[config.mk]
export PLATFORM = sky130hd
export DESIGN_NAME = dot_rr_scheduler
export DESIGN_NICKNAME = d
export VERILOG_FILES = /design/src/rtl/dot_rr_scheduler.sv
export SDC_FILE = /design/constraint.sdc
export NUM_CORES = 1
export LEC_CHECK = 0
export ABC_AREA = 1
export BUFFER_PORTS_ARGS = -buffer_cell sky130_fd_sc_hd__buf_2
export CORE_AREA = 2 2 534 536
export CTS_CLUSTER_SIZE = 10
export DETAILED_ROUTE_END_ITERATION = 8
export DIE_AREA = 0 0 536 538
export SLEW_MARGIN = 15
export SYNTH_ARGS = -nofsm -noshare
export SYNTH_HDL_FRONTEND = slang
export SYNTH_SLANG_ARGS = --single-unit
[constraint.sdc]
create_clock -name clk -period 3.1 [get_ports clk]
set_input_delay 0.62 -clock clk [delete_from_list [all_inputs] [get_ports clk]]
set_output_delay 0.62 -clock clk [all_outputs]
set_load 0.1 [all_outputs]
[src/rtl/dot_rr_scheduler.sv]
// Round-robin scheduler sharing one 16-lane serial dot-product engine among NUM_REQ requesters.
// Optional job/stall performance counters are built when DOT_RR_SCHED_PERF_EN is defined.
module dot_rr_scheduler #(
  parameter int NUM_REQ = 4,
  parameter int IDX_W   = $clog2(NUM_REQ)
) (
  input  logic                   clk,
  input  logic                   rst_n,
  input  logic [NUM_REQ-1:0]     req_valid,
  output logic [NUM_REQ-1:0]     req_ready,
  input  logic [NUM_REQ*128-1:0] req_a,
  input  logic [NUM_REQ*128-1:0] req_b,
  output logic [NUM_REQ-1:0]     resp_valid,
  input  logic [NUM_REQ-1:0]     resp_ready,
  output logic [31:0]            resp_data,
  output logic                   eng_start,
  output logic [127:0]           eng_a,
  output logic [127:0]           eng_b,
  input  logic [31:0]            eng_c,
  input  logic                   eng_done,
`ifdef DOT_RR_SCHED_PERF_EN
  output logic [31:0]            perf_jobs,
  output logic [31:0]            perf_stall,
`endif
  output logic                   busy
);

  typedef enum logic [1:0] {IDLE, ISSUE, WAIT, RESP} state_t;

  state_t           state;
  logic [IDX_W-1:0] grant;
  logic [IDX_W-1:0] last_grant;
  logic [IDX_W-1:0] pick;
  logic             pick_valid;
  int               cand;

  // Scan downward so the candidate closest after last_grant is the final one written.
  always_comb begin
    pick       = last_grant;
    pick_valid = 1'b0;
    cand       = 0;
    for (int k = NUM_REQ; k >= 1; k--) begin
      cand = (int'(last_grant) + k) % NUM_REQ;
      if (req_valid[IDX_W'(cand)]) begin
        pick       = IDX_W'(cand);
        pick_valid = 1'b1;
      end
    end
  end

  always_comb begin
    req_ready = '0;
    if (state == IDLE && pick_valid) begin
      req_ready[pick] = 1'b1;
    end
  end

  assign busy = (state != IDLE);

  always_ff @(posedge clk or negedge rst_n) begin
    if (!rst_n) begin
      state      <= IDLE;
      grant      <= '0;
      last_grant <= IDX_W'(NUM_REQ - 1);
      resp_valid <= '0;
      resp_data  <= '0;
      eng_start  <= 1'b0;
      eng_a      <= '0;
      eng_b      <= '0;
    end else begin
      case (state)
        IDLE: begin
          if (pick_valid) begin
            eng_a     <= req_a[int'(pick)*128 +: 128];
            eng_b     <= req_b[int'(pick)*128 +: 128];
            grant     <= pick;
            eng_start <= 1'b1;
            state     <= ISSUE;
          end
        end
        ISSUE: begin
          eng_start <= 1'b0;
          state     <= WAIT;
        end
        WAIT: begin
          if (eng_done) begin
            resp_data         <= eng_c;
            resp_valid[grant] <= 1'b1;
            state             <= RESP;
          end
        end
        RESP: begin
          // Only the owner's ready can complete the response.
          if (resp_ready[grant]) begin
            resp_valid <= '0;
            last_grant <= grant;
            state      <= IDLE;
          end
        end
        default: state <= IDLE;
      endcase
    end
  end

`ifdef DOT_RR_SCHED_PERF_EN
  always_ff @(posedge clk or negedge rst_n) begin
    if (!rst_n) begin
      perf_jobs  <= '0;
      perf_stall <= '0;
    end else begin
      if (state == RESP && resp_ready[grant]) begin
        perf_jobs <= perf_jobs + 32'd1;
      end
      if (|req_valid && req_ready == '0) begin
        perf_stall <= perf_stall + 32'd1;
      end
    end
  end
`endif

endmodule
==> results of run 1 <==
==> cell families (layout without fill, tap and decap cells) <==
family / count (synthesis) / in the layout
AND/OR/NAND/NOR: 2318 / 2318
buffers and inverters: 1137 / 2513
flip-flops: 299 / 299
AO/OA/AOI/OAI: 20 / 20
multiplexers: 32 / 32
other: 0 / 126
adder cells (fa/ha/maj): 5 / 5
==> routing by layer <==
metal	vias to the layer above	global-route usage [%]
met5	-	0.428
met4	120	5.54
met3	558	6.62
met2	1995	26.7
met1	14571	18.9
li1	14317	-
==> Yosys cell counts (2+ instances only) <==
master | instances | area, um2
inv_1 | 887 | 3330
nand2_1 | 1168 | 4380
clkbuf_1 | 89 | 334
mux2_2 | 32 | 360
dfrtp_1 | 297 | 7430
nor2_1 | 7 | 26.3
nand3_1 | 982 | 4910
buf_4 | 9 | 67.6
buf_1 | 28 | 105
nor3_1 | 2 | 10.0
inv_2 | 6 | 22.5
o41ai_1 | 4 | 35.0
or2_1 | 100 | 626
a21oi_1 | 6 | 30.0
dfstp_2 | 2 | 52.6
or2_2 | 53 | 332
ha_1 | 5 | 62.6
buf_2 | 118 | 591
o21ai_0 | 7 | 35.0
==> sequential cells by signal, indices dropped and copies added (netlist names) <==
signal,count
eng_a,128
eng_b,128
eng_start,1
grant,2
last_grant,2
resp_data,32
resp_valid,4
state,2
==> power groups by stage <==
stage | clock [mW] | combinational (mW) | sequential (mW)
4_1_cts | 6.33 | 44.5 | 7.38
3_3_place_gp | 0 | 44.3 | 7.38
6_report | 6.04 | 44.0 | 7.40
3_5_place_dp | 0 | 44.3 | 7.40
2_1_floorplan | 0 | 15.1 | 20.3
5_1_grt | 6.41 | 46.8 | 7.59
==> worst max path at each step <==
stage / cells past startpoint / end / slack [ns]
final: 11 / req_ready[3] / -0.11
after global routing: 13 / req_ready[1] / -0.30
after CTS: 12 / req_ready[1] / -0.33
after detailed placement: 14 / eng_a[89] / -0.16
after global placement: 15 / eng_a[14] / -0.19
after floorplan: 13 / req_ready[0] / -0.16
==> what timing repair did <==
item,in CTS,in global routing
setup endpoints to repair,4,46
setup buffers,8,5
gates resized for setup,12,11
endpoints found under the hold margin,40,0
hold buffers,1,0
pin swaps,10,9
==> metrics by stage <==
| stage | hold WS (ns) | cells |
|---|---|---|
| 3_5_place_dp | 0.461 | 8845 |
| 3_3_place_gp | 0.460 | 8845 |
| 6_report | 0.151 | 9075 |
| 4_1_cts | 0.0441 | 8944 |
| 5_1_grt | 0.0781 | 9000 |
| 2_1_floorplan | 0.324 | 3811 |
==> final cells by class <==
cell class / instances / area, um2 / area share (%)
antenna: 126 / 315 / 0.845
timing repair buffer: 1530 / 8740 / 23.4
clock buffer: 64 / 1360 / 3.65
sequential: 299 / 7480 / 20.1
inverter: 893 / 3370 / 9.03
multi-input combinational: 2375 / 11100 / 29.7
tap: 3762 / 4710 / 12.6
clock inverter: 26 / 254 / 0.681
==> key figures, run 1 <==
Synthesis
  – Synthesis-stage register bit count: 299
  – Xor/xnor cell area share of the yosys netlist: 0%
  – Synth async-reset ratio: 100%
  – Synthesized instance count: 3811
  – Sequential area share after synthesis: 32.8%
  – Post-Synth Simple-Gate Area: 45.3%
  – Adder-Cell Fraction of Synth Area: 0.274%
  – Top FF cell, synth: dfrtp_1
  – Synth cell types: 28
  – Synthesized net count: 4883
  – Syn Std Cell Area: 0.0228 mm2
  – Post-synth EDFFs: 0
  – Complex-gate fraction of the synthesized area: 0.527%
  – Post-synthesis mux area share: 1.58%
  – Synth warnings: 0
  – Largest family of logic cells by synthesized area: simple AND/OR/NAND/NOR gates
  – Syn_area_per_cell: 5.99 um2

Detailed routing
  – Metal3 WL: 27000 um
  – Antenna Nets Post-Route: 0
  – Met2 wire len: 112000 um
  – Vias per inst: 3.48
  – DRT Pass-1 Iters: 6
  – Avg WL per Cell: 27.0 um
  – DRT iter0 DRCs: 2640
  – DRT Wirelength: 245000 um
  – Uppermost layer routed: met5
  – Residual DRC: 0
  – Metal1 wirelength: 95300 um
  – Vias: 31561

Worst hold path
  – Worst hold path endpoint: resp_data[6]
  – Hold Crit Start: eng_c[6]
  – HP Class: in -> reg
  – Hold depth: 2

Clocking
  – Clock Sinks: 299
  – Root Driver: clkbuf_16
  – Clock slew at reported path FFs: 0.06 ns
  – CTS tree: yes
  – Worst-Skew Late Latency: 0.74 ns
  – CTS H-tree depth: 2
  – Clock Path Buffers: 3
  – CTS Buf Count: 49

Die
  – Initial Utilization: 8.05%
  – Io pins: 1365
  – Core Region: 0.283 mm2
  – Die height: 538 um
  – Die ar.: 0.288 mm2
  – Die Width: 536 um
  – Row Count: 196

Placement
  – Place WS: -0.156 ns
  – RePlAce Congestion: 0.989
  – HPWL after detailed placement: 214000 um
  – Placed Area: 0.0352 mm2
  – # port buffers: 1364

Pwr
  – Cell Int Power: 19.3 mW
  – PwrDens: 1540 mW/mm2
  – Clock power frac: 10.5%
  – Peak supply drop: 863 uV
  – Net Sw Frac: 66.4%
  – Psw: 38.2 mW
  – Reg power frac: 12.9%
  – Combinational power share: 76.6%
  – Leakage: 21.2 nW
  – Pwr Total: 57.4 mW

Timing
  – Final worst path period share: 104%
  – Setup slack after layout: -0.113 ns
  – Slew @ Worst Pin: 0.854 ns
  – Worst Skew: 0.0427 ns
  – RSZ-0062 raised after global routing: true
  – Relative slew slack: 42.9%
  – Post-layout min period: 3.21 ns
  – Fin. Hold Viols: 0
  – Final setup violation count: 4
  – TNS Setup: -0.347 ns
  – FMAX: 311 MHz
  – Slew Viols, Final: 0

Critical path
  – R2R Path End: eng_b[115]
  – Critical Path Source Type: register
  – CP Max Fanout: 7
  – R2R cell count: 17
  – Critical path data required time: 2.48 ns
  – Critical path cell sequence: buf_6 > nand2_1 > o21ai_2 > nand2_1 > nand2_1 > inv_2 > buf_4 > nand3_4 > nand2_8 > nor3_4 > buf_12
  – Setup crit end kind: output pin
  – Slowest cell on the critical path: dfstp_2
  – CP top delay family: simple AND/OR/NAND/NOR gates
  – CP startpoint: last_grant[0]
  – Worst reg2reg startpoint: last_grant[0]
  – Crit-path max cell delay: 0.59 ns
  – Critical path data arrival time: 2.59 ns
  – WP buf/inv: 4
  – CP Class: reg -> out
  – CP most frequent cell: nand2_1
  – Flop2flop setup slack: 0.22 ns

Run
  – Max_cap viols: 0

Final layout
  – Final core utilization: 13.2%
  – Fill count: 33370
  – Most frequent cells in the layout: buf_2, nand2_1, nand3_1
  – Share of layout cells above drive strength 1: 33.4%
  – Commonest non-fill, non-tap cell in the layout: buf_2
  – Fin nets: 6220
  – Synthesis-to-finish area growth: 63.5%
  – Post-Layout Inst Area: 0.0373 mm2

Global route
  – Total track usage: 16.2%
  – Vias in the first global route: 29275
  – Largest net degree at the start of global routing: 104
  – Grt ovf: 0
  – Initial antenna violation count: 306
  – First-pass GRT wire length: 304000 um

Outcome
  – Failing checks: negative setup slack
  – Status: finished with violations
No activity file was read; power rests on OpenSTA's default activity.
==> inputs of run 2 (changes only) <==
--- a/config.mk
+++ b/config.mk
@@ -11,7 +11,7 @@
 export CTS_CLUSTER_SIZE = 10
 export DETAILED_ROUTE_END_ITERATION = 8
 export DIE_AREA = 0 0 536 538
-export SLEW_MARGIN = 15
+export PLACE_DENSITY = 0.3
 export SYNTH_ARGS = -nofsm -noshare
 export SYNTH_HDL_FRONTEND = slang
 export SYNTH_SLANG_ARGS = --single-unit
==> key figures, run 2 (synthesis gave the netlist of run 1 again) <==
Timing
  – Final hold slack: 0.189 ns
  – Worst Skew: 0.0369 ns
  – TNS Setup: -0.276 ns
  – RSZ-0062 raised after global routing: true
  – Final worst path period share: 104%
  – Final setup violation count: 4
  – Slew Viols, Final: 0
  – Slew @ Worst Pin: 0.949 ns
  – Post-layout min period: 3.21 ns
  – FMAX: 311 MHz
  – Fin. Hold Viols: 0
  – Setup slack after layout: -0.112 ns
  – Relative slew slack: 36.7%

Run
  – Max_cap viols: 0

Pwr
  – PwrDens: 1520 mW/mm2
  – Leakage: 21.5 nW
  – Peak supply drop: 620 uV

Die
  – Die ar.: 0.288 mm2
  – Die height: 538 um
  – Die Width: 536 um
  – Row Count: 196
  – Initial Utilization: 8.05%
  – Io pins: 1365
  – Core Region: 0.283 mm2

Detailed routing
  – Antenna Nets Post-Route: 0
  – DRT Wirelength: 214000 um
  – Avg WL per Cell: 23.5 um
  – Residual DRC: 0
  – DRT iter0 DRCs: 1758
  – Vias per inst: 3.38
  – DRT Pass-1 Iters: 6
  – Vias: 30694

Final layout
  – Final core utilization: 13.3%
  – Commonest non-fill, non-tap cell in the layout: buf_2
  – Share of layout cells above drive strength 1: 34.1%
  – Synthesis-to-finish area growth: 64.8%
  – Fin nets: 6273
  – Non-Filler Instances: 9083
  – Largest registers: eng_a: 128 flops, eng_b: 128 flops, resp_data: 32 flops
  – Most frequent cells in the layout: buf_2, nand2_1, nand3_1
  – Fill count: 33665
  – Post-Layout Inst Area: 0.0376 mm2

Critical path
  – Setup crit end kind: output pin
  – Critical path data arrival time: 2.59 ns
  – Critical path cell sequence: buf_8 > o21ai_2 > nand2_2 > nand2_2 > inv_4 > nand2_4 > o21ai_4 > inv_4 > nor2_4 > inv_4 > nor2_4 > buf_12
  – CP Class: reg -> out
  – CP most frequent cell: inv_4
  – Crit-path max cell delay: 0.59 ns
  – CP Max Fanout: 8
  – Critical path data required time: 2.48 ns
  – Critical Path Source Type: register
  – Slowest cell on the critical path: dfstp_2

Clocking
  – CTS Buf Count: 48
  – Worst-Skew Late Latency: 0.66 ns
  – Clock slew at reported path FFs: 0.06 ns
  – CTS tree: yes
  – Clock Path Buffers: 3
  – CTS H-tree depth: 2
  – Root Driver: clkbuf_16
  – Clock Sinks: 299

Placement
  – RePlAce Congestion: 0.884
  – Dpl cells: 8890
  – Placed Area: 0.0355 mm2
  – HPWL after detailed placement: 184000 um
  – # port buffers: 1364

Global route
  – Initial antenna violation count: 204
  – Vias in the first global route: 31061
  – First-pass GRT wire length: 278000 um
  – Grt ovf: 0
  – Total track usage: 14.2%
  – Largest net degree at the start of global routing: 110

Worst hold path
  – HP Class: in -> reg

Outcome
  – Status: finished with violations
  – Failing checks: negative setup slack
## run 2: cell types whose count changed in the layout (fill, tap and decap cells not counted), moves of 5 or more
cell,before,now
buf_4,115,164
diode_2,126,86
inv_6,9,2
clkinv_2,13,7
nand2_1,1154,1148
nand2_2,8,14
clkbuf_1,7,12
## run 2: report_power, final
part | internal [mW] | switching [mW] | leakage [nW]
Sequential | 5.96 | 1.20 | 3.67
Clock | 3.32 | 2.42 | 0.764
Combinational | 10.8 | 33.6 | 17.0
## run 2: path summary, 6_finish.rpt
kind	startpoint	endpoint	slack [ns]	cells past startpoint
worst max-delay path	last_grant[0]	req_ready[1]	-0.11	12
min in group asynchronous	rst_n	resp_data[3]	0.59	2
max in group asynchronous	rst_n	last_grant[1]	1.59	3
worst min-delay path	eng_c[9]	resp_data[9]	0.19	2
worst max register to register	last_grant[0]	eng_b[114]	0.18	16
worst min register to register	eng_a[64]	eng_a[64]	0.47	2
## run 2: area by class of cell
cell class                 count  area [um2]  share of cell area [%]
clock inverter                14         166                   0.443
multi-input combinational   2375       11100                    29.5
clock buffer                  70        1380                    3.68
sequential                   299        7480                    19.9
antenna                       86         215                   0.573
timing repair buffer        1584        9190                    24.5
tap                         3762        4710                    12.5
inverter                     893        3360                    8.95
## run 2: through the flow
| stage | total power, mW | setup WS (ns) |
|---|---|---|
| finish | 57.3 | -0.112 |
| detailed placement | 52.0 | -0.125 |
| global route | 61.2 | -0.257 |
| global placement | 52.0 | -0.256 |
| CTS | 58.5 | -0.246 |
| floorplan | 35.4 | -0.161 |
## run 2: critical path: cells and delay by family (launching register included)
family | cells | cell delay [ns]
flip-flops | 1 | 0.59
AO/OA/AOI/OAI | 2 | 0.24
AND/OR/NAND/NOR | 5 | 0.50
buffers and inverters | 5 | 0.57
## run 2: timing repair
action,4_1_cts,5_1_grt
setup buffers,15,8
hold endpoints to repair,15,0
setup endpoints to repair,6,9
resized for setup,16,20
cloned,1,0
pin swaps,13,20
hold buffers,1,0
## run 2: routing by layer
layer / global-route usage, % / wire length [um] / vias up
met4: 4.27 / 6770 / 98
met1: 16.2 / 83800 / 14436
met5: 0 / 665 / -
met3: 5.47 / 21300 / 373
li1: - / - / 14356
met2: 24.2 / 101000 / 1431
